### config.mk
export PLATFORM = sky130hd
export DESIGN_NAME = trap_ctrl
export DESIGN_NICKNAME = d
export VERILOG_FILES = /design/src/rtl/cpu_csr_pkg.sv /design/src/rtl/trap_csr_file.sv /design/src/rtl/trap_ctrl.sv
export SDC_FILE = /design/constraint.sdc
export NUM_CORES = 1
export LEC_CHECK = 0
export CAP_MARGIN = 15
export CORE_ASPECT_RATIO = 2
export CORE_MARGIN = 5
export CORE_UTILIZATION = 48
export DETAILED_ROUTE_END_ITERATION = 16
export HOLD_SLACK_MARGIN = 0.03
export PLACE_DENSITY = 0.78
export SYNTH_ARGS = -nofsm -noshare
export SYNTH_HDL_FRONTEND = slang
export SYNTH_SLANG_ARGS = --single-unit
### constraint.sdc
create_clock -name clk -period 18.8 [get_ports clk]
set_clock_uncertainty 0.05 [all_clocks]
set_input_delay 3.76 -clock clk [delete_from_list [all_inputs] [get_ports clk]]
set_output_delay 3.76 -clock clk [all_outputs]
set_load 0.02 [all_outputs]
### src/rtl/cpu_csr_pkg.sv
// Shared machine-mode CSR definitions: CSR addresses, cause codes,
// mstatus/mie/mip bit positions and the trap controller state encoding.
package cpu_csr_pkg;

  // CSR address map
  localparam logic [11:0] CSR_MSTATUS = 12'h300;
  localparam logic [11:0] CSR_MIE     = 12'h304;
  localparam logic [11:0] CSR_MTVEC   = 12'h305;
  localparam logic [11:0] CSR_MEPC    = 12'h341;
  localparam logic [11:0] CSR_MCAUSE  = 12'h342;
  localparam logic [11:0] CSR_MTVAL   = 12'h343;
  localparam logic [11:0] CSR_MIP     = 12'h344;

  // Cause codes (low 4 bits of mcause)
  localparam logic [3:0] CAUSE_INSTR_MISALIGN = 4'd0;
  localparam logic [3:0] CAUSE_ILLEGAL        = 4'd2;
  localparam logic [3:0] CAUSE_BREAKPOINT     = 4'd3;
  localparam logic [3:0] CAUSE_ECALL_M        = 4'd11;
  localparam logic [3:0] CAUSE_M_EXT_IRQ      = 4'd11;

  // Bit positions
  localparam int unsigned MSTATUS_MIE_BIT  = 3;
  localparam int unsigned MSTATUS_MPIE_BIT = 7;
  localparam int unsigned MIE_MEIE_BIT     = 11;
  localparam int unsigned MIP_MEIP_BIT     = 11;

  // Trap controller FSM; encoding kept fixed for legacy compatibility
  typedef enum logic [1:0] {
    ST_IDLE    = 2'd0,
    ST_HANDLER = 2'd1,
    ST_TRAP    = 2'd2,
    ST_RET     = 2'd3
  } trap_state_e;

endpackage

### src/rtl/trap_csr_file.sv
// Machine-mode CSR storage for the trap controller: mtvec, mepc, mcause,
// mtval, mstatus.MIE/MPIE, mie.MEIE, plus the read-only mip.MEIP view.
// Ports:
//   i_clk, i_rst           clock, async active-high reset
//   i_csr_we/addr/wdata    software CSR write
//   o_csr_rdata            combinational CSR read
//   i_ext_irq              external interrupt level (mip.MEIP)
//   i_hw_entry             trap entry this edge (loads epc/cause/tval, stacks MIE)
//   i_hw_mret              mret this edge (unstacks MIE)
//   i_hw_epc/cause/tval    values captured on trap entry
//   o_mtvec, o_mepc        current mtvec / mepc
//   o_mie, o_meie          mstatus.MIE and mie.MEIE
module trap_csr_file
  import cpu_csr_pkg::*;
#(
  parameter int unsigned     XLEN        = 64,
  parameter logic [XLEN-1:0] MTVEC_RESET = 64'h0000_0000_8000_0100
) (
  input  logic            i_clk,
  input  logic            i_rst,
  input  logic            i_csr_we,
  input  logic [11:0]     i_csr_addr,
  input  logic [XLEN-1:0] i_csr_wdata,
  output logic [XLEN-1:0] o_csr_rdata,
  input  logic            i_ext_irq,
  input  logic            i_hw_entry,
  input  logic            i_hw_mret,
  input  logic [XLEN-1:0] i_hw_epc,
  input  logic [XLEN-1:0] i_hw_cause,
  input  logic [XLEN-1:0] i_hw_tval,
  output logic [XLEN-1:0] o_mtvec,
  output logic [XLEN-1:0] o_mepc,
  output logic            o_mie,
  output logic            o_meie
);

  logic [XLEN-1:0] r_mtvec;
  logic [XLEN-1:0] r_mepc;
  logic [XLEN-1:0] r_mcause;
  logic [XLEN-1:0] r_mtval;
  logic            r_mie;
  logic            r_mpie;
  logic            r_meie;

  logic            w_wr_mstatus;
  logic            w_wr_mie;
  logic            w_wr_mtvec;
  logic            w_wr_mepc;
  logic            w_wr_mcause;
  logic            w_wr_mtval;
  logic [1:0]      w_mtvec_mode;

  always_comb begin
    w_wr_mstatus = i_csr_we && (i_csr_addr == CSR_MSTATUS);
    w_wr_mie     = i_csr_we && (i_csr_addr == CSR_MIE);
    w_wr_mtvec   = i_csr_we && (i_csr_addr == CSR_MTVEC);
    w_wr_mepc    = i_csr_we && (i_csr_addr == CSR_MEPC);
    w_wr_mcause  = i_csr_we && (i_csr_addr == CSR_MCAUSE);
    w_wr_mtval   = i_csr_we && (i_csr_addr == CSR_MTVAL);
    // Reserved modes 2/3 leave the current mode untouched
    w_mtvec_mode = i_csr_wdata[1] ? r_mtvec[1:0] : i_csr_wdata[1:0];
  end

  always_ff @(posedge i_clk or posedge i_rst) begin
    if (i_rst) begin
      r_mtvec  <= MTVEC_RESET;
      r_mepc   <= '0;
      r_mcause <= '0;
      r_mtval  <= '0;
      r_mie    <= 1'b0;
      r_mpie   <= 1'b0;
      r_meie   <= 1'b0;
    end else begin
      if (w_wr_mtvec) r_mtvec <= {i_csr_wdata[XLEN-1:2], w_mtvec_mode};
      if (w_wr_mie)   r_meie  <= i_csr_wdata[MIE_MEIE_BIT];

      // Hardware trap/mret updates take precedence over software writes
      if (i_hw_entry) begin
        r_mepc   <= i_hw_epc;
        r_mcause <= i_hw_cause;
        r_mtval  <= i_hw_tval;
        r_mpie   <= r_mie;
        r_mie    <= 1'b0;
      end else begin
        if (w_wr_mepc)   r_mepc   <= {i_csr_wdata[XLEN-1:2], 2'b00};
        if (w_wr_mcause) r_mcause <= i_csr_wdata;
        if (w_wr_mtval)  r_mtval  <= i_csr_wdata;
        if (i_hw_mret) begin
          r_mie  <= r_mpie;
          r_mpie <= 1'b1;
        end else if (w_wr_mstatus) begin
          r_mie  <= i_csr_wdata[MSTATUS_MIE_BIT];
          r_mpie <= i_csr_wdata[MSTATUS_MPIE_BIT];
        end
      end
    end
  end

  always_comb begin
    o_csr_rdata = '0;
    case (i_csr_addr)
      CSR_MSTATUS: begin
        o_csr_rdata[MSTATUS_MIE_BIT]  = r_mie;
        o_csr_rdata[MSTATUS_MPIE_BIT] = r_mpie;
      end
      CSR_MIE:    o_csr_rdata[MIE_MEIE_BIT] = r_meie;
      CSR_MTVEC:  o_csr_rdata = r_mtvec;
      CSR_MEPC:   o_csr_rdata = r_mepc;
      CSR_MCAUSE: o_csr_rdata = r_mcause;
      CSR_MTVAL:  o_csr_rdata = r_mtval;
      CSR_MIP:    o_csr_rdata[MIP_MEIP_BIT] = i_ext_irq;
      default:    o_csr_rdata = '0;
    endcase
  end

  assign o_mtvec = r_mtvec;
  assign o_mepc  = r_mepc;
  assign o_mie   = r_mie;
  assign o_meie  = r_meie;

endmodule

### src/rtl/trap_ctrl.sv
// Machine-mode trap controller. Arbitrates fetch/decode exceptions, the
// external interrupt and mret, and drives the PC unit's redirect inputs.
// Ports:
//   clk, rst                          clock, async active-high reset
//   pc_en                             PC advance strobe (consumes a redirect)
//   pc_addr                           current PC
//   if_exc_en/code/val                fetch exception
//   id_exc_en/code/val                decode/execute exception
//   mret                              mret retiring
//   ext_irq                           external interrupt level
//   csr_we/addr/wdata, csr_rdata      CSR access path
//   pc_trap_taken, pc_trap            trap redirect request and target
//   trap_done, mepc_out               mret redirect request and target
//   in_trap                           trap handler active
module trap_ctrl
  import cpu_csr_pkg::*;
#(
  parameter logic [63:0] MTVEC_RESET = 64'h0000_0000_8000_0100,
  parameter int unsigned XLEN        = 64
) (
  input  logic            clk,
  input  logic            rst,
  input  logic            pc_en,
  input  logic [XLEN-1:0] pc_addr,
  input  logic            if_exc_en,
  input  logic [3:0]      if_exc_code,
  input  logic [XLEN-1:0] if_exc_val,
  input  logic            id_exc_en,
  input  logic [3:0]      id_exc_code,
  input  logic [XLEN-1:0] id_exc_val,
  input  logic            mret,
  input  logic            ext_irq,
  input  logic            csr_we,
  input  logic [11:0]     csr_addr,
  input  logic [XLEN-1:0] csr_wdata,
  output logic [XLEN-1:0] csr_rdata,
  output logic            pc_trap_taken,
  output logic [XLEN-1:0] pc_trap,
  output logic            trap_done,
  output logic [XLEN-1:0] mepc_out,
  output logic            in_trap
);

  localparam logic [XLEN-1:0] PC_TRAP_RST = {MTVEC_RESET[XLEN-1:2], 2'b00};
  localparam logic [XLEN-1:0] IRQ_CAUSE   =
    {1'b1, {(XLEN-5){1'b0}}, CAUSE_M_EXT_IRQ};

  trap_state_e     r_state;
  trap_state_e     w_state_nxt;
  logic [XLEN-1:0] r_pc_trap;

  logic [XLEN-1:0] w_mtvec;
  logic [XLEN-1:0] w_mepc;
  logic            w_mie;
  logic            w_meie;

  logic            w_sample;
  logic            w_exc;
  logic            w_irq;
  logic            w_is_irq;
  logic            w_entry;
  logic            w_mret_go;
  logic [3:0]      w_code;
  logic [XLEN-1:0] w_cause;
  logic [XLEN-1:0] w_tval;
  logic [XLEN-1:0] w_epc;
  logic [XLEN-1:0] w_base;
  logic [XLEN-1:0] w_target;

  always_comb begin
    w_sample  = (r_state == ST_IDLE) || (r_state == ST_HANDLER);
    w_exc     = if_exc_en || id_exc_en;
    w_irq     = ext_irq && w_mie && w_meie;
    w_is_irq  = !w_exc && w_irq;
    w_entry   = w_sample && (w_exc || w_irq);
    // An exception or interrupt in the same cycle suppresses mret
    w_mret_go = w_sample && mret && !w_exc && !w_irq;

    w_code    = if_exc_en ? if_exc_code : id_exc_code;
    w_cause   = w_is_irq ? IRQ_CAUSE : {{(XLEN-4){1'b0}}, w_code};
    w_tval    = w_is_irq ? '0 : (if_exc_en ? if_exc_val : id_exc_val);
    w_epc     = pc_addr & {{(XLEN-2){1'b1}}, 2'b00};

    w_base    = w_mtvec & {{(XLEN-2){1'b1}}, 2'b00};
    w_target  = w_base;
    if ((w_mtvec[1:0] == 2'b01) && w_is_irq)
      w_target = w_base + {{(XLEN-6){1'b0}}, CAUSE_M_EXT_IRQ, 2'b00};
  end

  always_comb begin
    w_state_nxt = r_state;
    case (r_state)
      ST_IDLE, ST_HANDLER: begin
        if (w_entry)        w_state_nxt = ST_TRAP;
        else if (w_mret_go) w_state_nxt = ST_RET;
      end
      ST_TRAP: if (pc_en) w_state_nxt = ST_HANDLER;
      ST_RET:  if (pc_en) w_state_nxt = ST_IDLE;
      default: w_state_nxt = ST_IDLE;
    endcase
  end

  always_ff @(posedge clk or posedge rst) begin
    if (rst) begin
      r_state   <= ST_IDLE;
      r_pc_trap <= PC_TRAP_RST;
    end else begin
      r_state <= w_state_nxt;
      if (w_entry) r_pc_trap <= w_target;
    end
  end

  trap_csr_file #(
    .XLEN        (XLEN),
    .MTVEC_RESET (MTVEC_RESET)
  ) u_csr (
    .i_clk       (clk),
    .i_rst       (rst),
    .i_csr_we    (csr_we),
    .i_csr_addr  (csr_addr),
    .i_csr_wdata (csr_wdata),
    .o_csr_rdata (csr_rdata),
    .i_ext_irq   (ext_irq),
    .i_hw_entry  (w_entry),
    .i_hw_mret   (w_mret_go),
    .i_hw_epc    (w_epc),
    .i_hw_cause  (w_cause),
    .i_hw_tval   (w_tval),
    .o_mtvec     (w_mtvec),
    .o_mepc      (w_mepc),
    .o_mie       (w_mie),
    .o_meie      (w_meie)
  );

  assign pc_trap_taken = (r_state == ST_TRAP);
  assign trap_done     = (r_state == ST_RET);
  assign in_trap       = (r_state == ST_HANDLER);
  assign pc_trap       = r_pc_trap;
  assign mepc_out      = w_mepc;

endmodule

==> flow_summary.ini <==
[status]
status = complete, no violations

[setup_path]
worst-path-stages = 8
slowest_stage = and2_2
rr_endpoint = u_csr.o_mepc[21]
slowest_delay_ns = 0.78
cp_top_family = simple AND/OR/NAND/NOR gates
r2r_cells = 6
startpoint = csr_addr[6]
cp_common_cell = clkdlybuf4s50_1
crit_buf_inv = 3
crit_path_cell_trace = clkdlybuf4s50_1, or3b_2, nor4_1, and2_2, buf_4, a222oi_1, nand2_1, clkdlybuf4s50_1
crit_path_end_kind = primary output
worst_setup_path_start_kind = input pin
cp.required_ns = 14.99
endpoint = csr_rdata[22]
path_max_fanout = 36
r2r_setup_slack_ns = 15.32
r2r_start = u_csr.o_mie
criticalPathCategory = in2out
arrival_ns = 8.02

[placed_design]
dp_cells = 2558
place.gp.congestion = 0.898
dp.final_hpwl_um = 41600
port_buffers = 472

[finish]
fin_nets = 2433
multi_input_area_um2 = 7940
final_cell_mix = clkdlybuf4s50_1 (471), nand2_1 (431), dfrtp_1 (316)
n_fill_cell = 2834
area_growth_pct = 35.7
fin_cells = 2615
drive_gt1_share_pct = 10.2
seq_area_um2 = 8010
layout_commonest_cell = clkdlybuf4s50_1

[clocking]
clk_pin_slew_ns = 0.07
holdBufCountCts = 0
cts_buffers = 29
cts_sinks = 320
root_buffer = clkbuf_16
cts_setup_buffers = 0
htree_num_levels = 1
clk_latency_ns = 0.57
cts_tree = done
clockBufferDepth = 3
cts.repair.resized = 0

[global_routing]
grt_overflow = 0
top_usage_layer = met2
met3_usage_pct = 4.60
grt_pass1_vias = 15800
grt_first_pass_wirelength_um = 90500
grt_usage_pct = 30.0
grt_use_met1_pct = 33.8
grtUsageMet2_pct = 54.1
grt_antenna_before_repair = 3
grt_max_degree = 191

[synth]
ys_warn_count = 0
synth_area_leaders = dfrtp_1 (48%), nand2_1 (9.8%), mux2_2 (8.8%), mux2i_1 (4.1%), a222oi_1 (3.6%)
yosysTopAreaCellShare_pct = 47.9
ys_seq_elements = 320
synthCells = 1771
synth_edf_count = 0
syn-mean-instance-area_um2 = 9.33
yosysTopAreaCell = dfrtp_1
async_flop_share_pct = 100
ys_types = 65
ys_seq_area_share_pct = 48.5
ys.flop_type = dfrtp_1
syn-cell-area_um2 = 16500

[drt]
drtAntennaViolNets = 0
firstDrtPassIters = 9
wl_per_cell_um = 23.2
vias = 15800
totalWireLength_um = 60700
viasPerCell = 6.04
drtIter0Drc = 1414
drc = 0

[sta]
min_period_ns = 11.83
max_freq_ghz = 0.0845
hold_violations = 0
period_share_pct = 62.9
setup_viol = 0
rsz0062_at_grt = false
slew_violations = 0
worstMarginPinSlew_ns = 1.16
setup_tns_ns = 0
relSlewSlack_pct = 22.4

[floorplan]
pin_count = 479
core.rowCount = 96
fp.dieArea_um2 = 38400
die_w_um = 141
core_um2 = 34200
floorplan.initialDensity_pct = 48.3
fp.dieH_um = 272

[power_and_ir_drop]
pwr-share-clk_pct = 25.4
power_switching_w = 0.000866
internal-power_w = 0.00161
power_density_nw_per_um2 = 110
leakagePower_nw = 9.32
sw_frac_of_total_pct = 35.0
combPwrFrac_pct = 34.5
vdd_ir_drop_max_mv = 0.101
power.sequential.fraction_pct = 40.1

[worst_hold_path]
hold_path.class = reg2reg

[flow_run]
cap_violations = 0
## worst min-delay path: cells and delay by family (launching register included)
family	cells	cell delay (ns)
DFF	1	0.34
and+or+nand+nor	2	0.10
## cells in the mapped netlist, drive strengths merged (2+ instances only)
cell     number
buf          48
nand2       433
a32oi         3
nor3         11
o2111ai       2
dfstp         4
nand4        21
nor2b         4
inv          18
a221o         2
o31ai        14
or4b          3
nor4         11
a21oi        62
mux2        129
o21ai       116
a31oi        96
or3          21
and4          5
a21o          2
nand3        27
dfrtp       316
nor2        113
or4          20
xnor2        27
and3          7
mux2i        68
clkbuf       94
a222oi       60
xor2          2
and2          5
a31o          2
a22oi         6
or2           2
or3b          2
## worst min path at each step
stage                          start                to  slack, ns  cells past startpoint
global placement          pc_trap[2]        pc_trap[2]       0.41                      2
detailed placement        pc_trap[2]        pc_trap[2]       0.41                      2
floorplan           u_csr.r_mtval[0]  u_csr.r_mtval[0]       0.40                      2
finish                    pc_trap[2]        pc_trap[2]       0.42                      2
global route              pc_trap[4]        pc_trap[4]       0.45                      2
CTS                       pc_trap[2]        pc_trap[2]       0.42                      2
## routing by layer
layer	wire [um]	vias to the layer above
met2	31800	819
met5	0	-
met4	3340	0
li1	-	7112
met1	20500	7690
met3	5040	165
## area by class of cell
class                   count  share of cell area (%)
multi-input cells        1294                    35.4
flip-flops and latches    320                    35.7
clock inverters            14                   0.848
repair buffers            485                    21.6
diodes                      3                  0.0335
well taps                 441                    2.46
clock buffers              40                    3.60
inverters                  18                   0.335
## metrics by stage
stage | utilization (%) | instance area (um^2) | total power [W] | worst slack, ns | hold slack (ns)
after detailed placement | 62.6 | 21400 | 0.00185 | 7.03 | 0.406
final | 65.5 | 22400 | 0.00248 | 6.97 | 0.419
after floorplan | - | 16500 | 0.00143 | 6.14 | 0.399
after CTS | 65.5 | 22400 | 0.00248 | 6.96 | 0.421
after global placement | 62.6 | 21400 | 0.00183 | 7.04 | 0.408
after global routing | 65.5 | 22400 | 0.00258 | 6.70 | 0.453
## sequential cells by signal, indices dropped and copies added, names as in the netlist
register / flops
u_csr.o_mepc: 62
r_state: 2
u_csr.r_mtval: 64
pc_trap: 62
u_csr.r_mpie: 1
u_csr.o_meie: 1
u_csr.r_mcause: 64
u_csr.o_mie: 1
u_csr.o_mtvec: 63
## cell families after synthesis
group / after synthesis / synth area share (%)
AND/OR/NAND/NOR: 691 / 18.4
AO/OA/AOI/OAI: 372 / 14.5
flip-flops: 320 / 48.5
multiplexers: 197 / 12.9
buffers and inverters: 160 / 4.00
XOR/XNOR: 29 / 1.54
adder cells (fa/ha/maj): 1 / 0.0757
other: 1 / 0.0227
## power groups by stage
stage | Sequential, W | Clock, W | Combinational [W]
after detailed placement | 0.00100 | 0 | 0.000855
after CTS | 0.000988 | 0.000638 | 0.000858
after global routing | 0.00101 | 0.000664 | 0.000904
after floorplan | 0.00109 | 0 | 0.000335
after global placement | 0.000989 | 0 | 0.000839
final | 0.000992 | 0.000629 | 0.000854
Power figures use the tool's default switching activity.
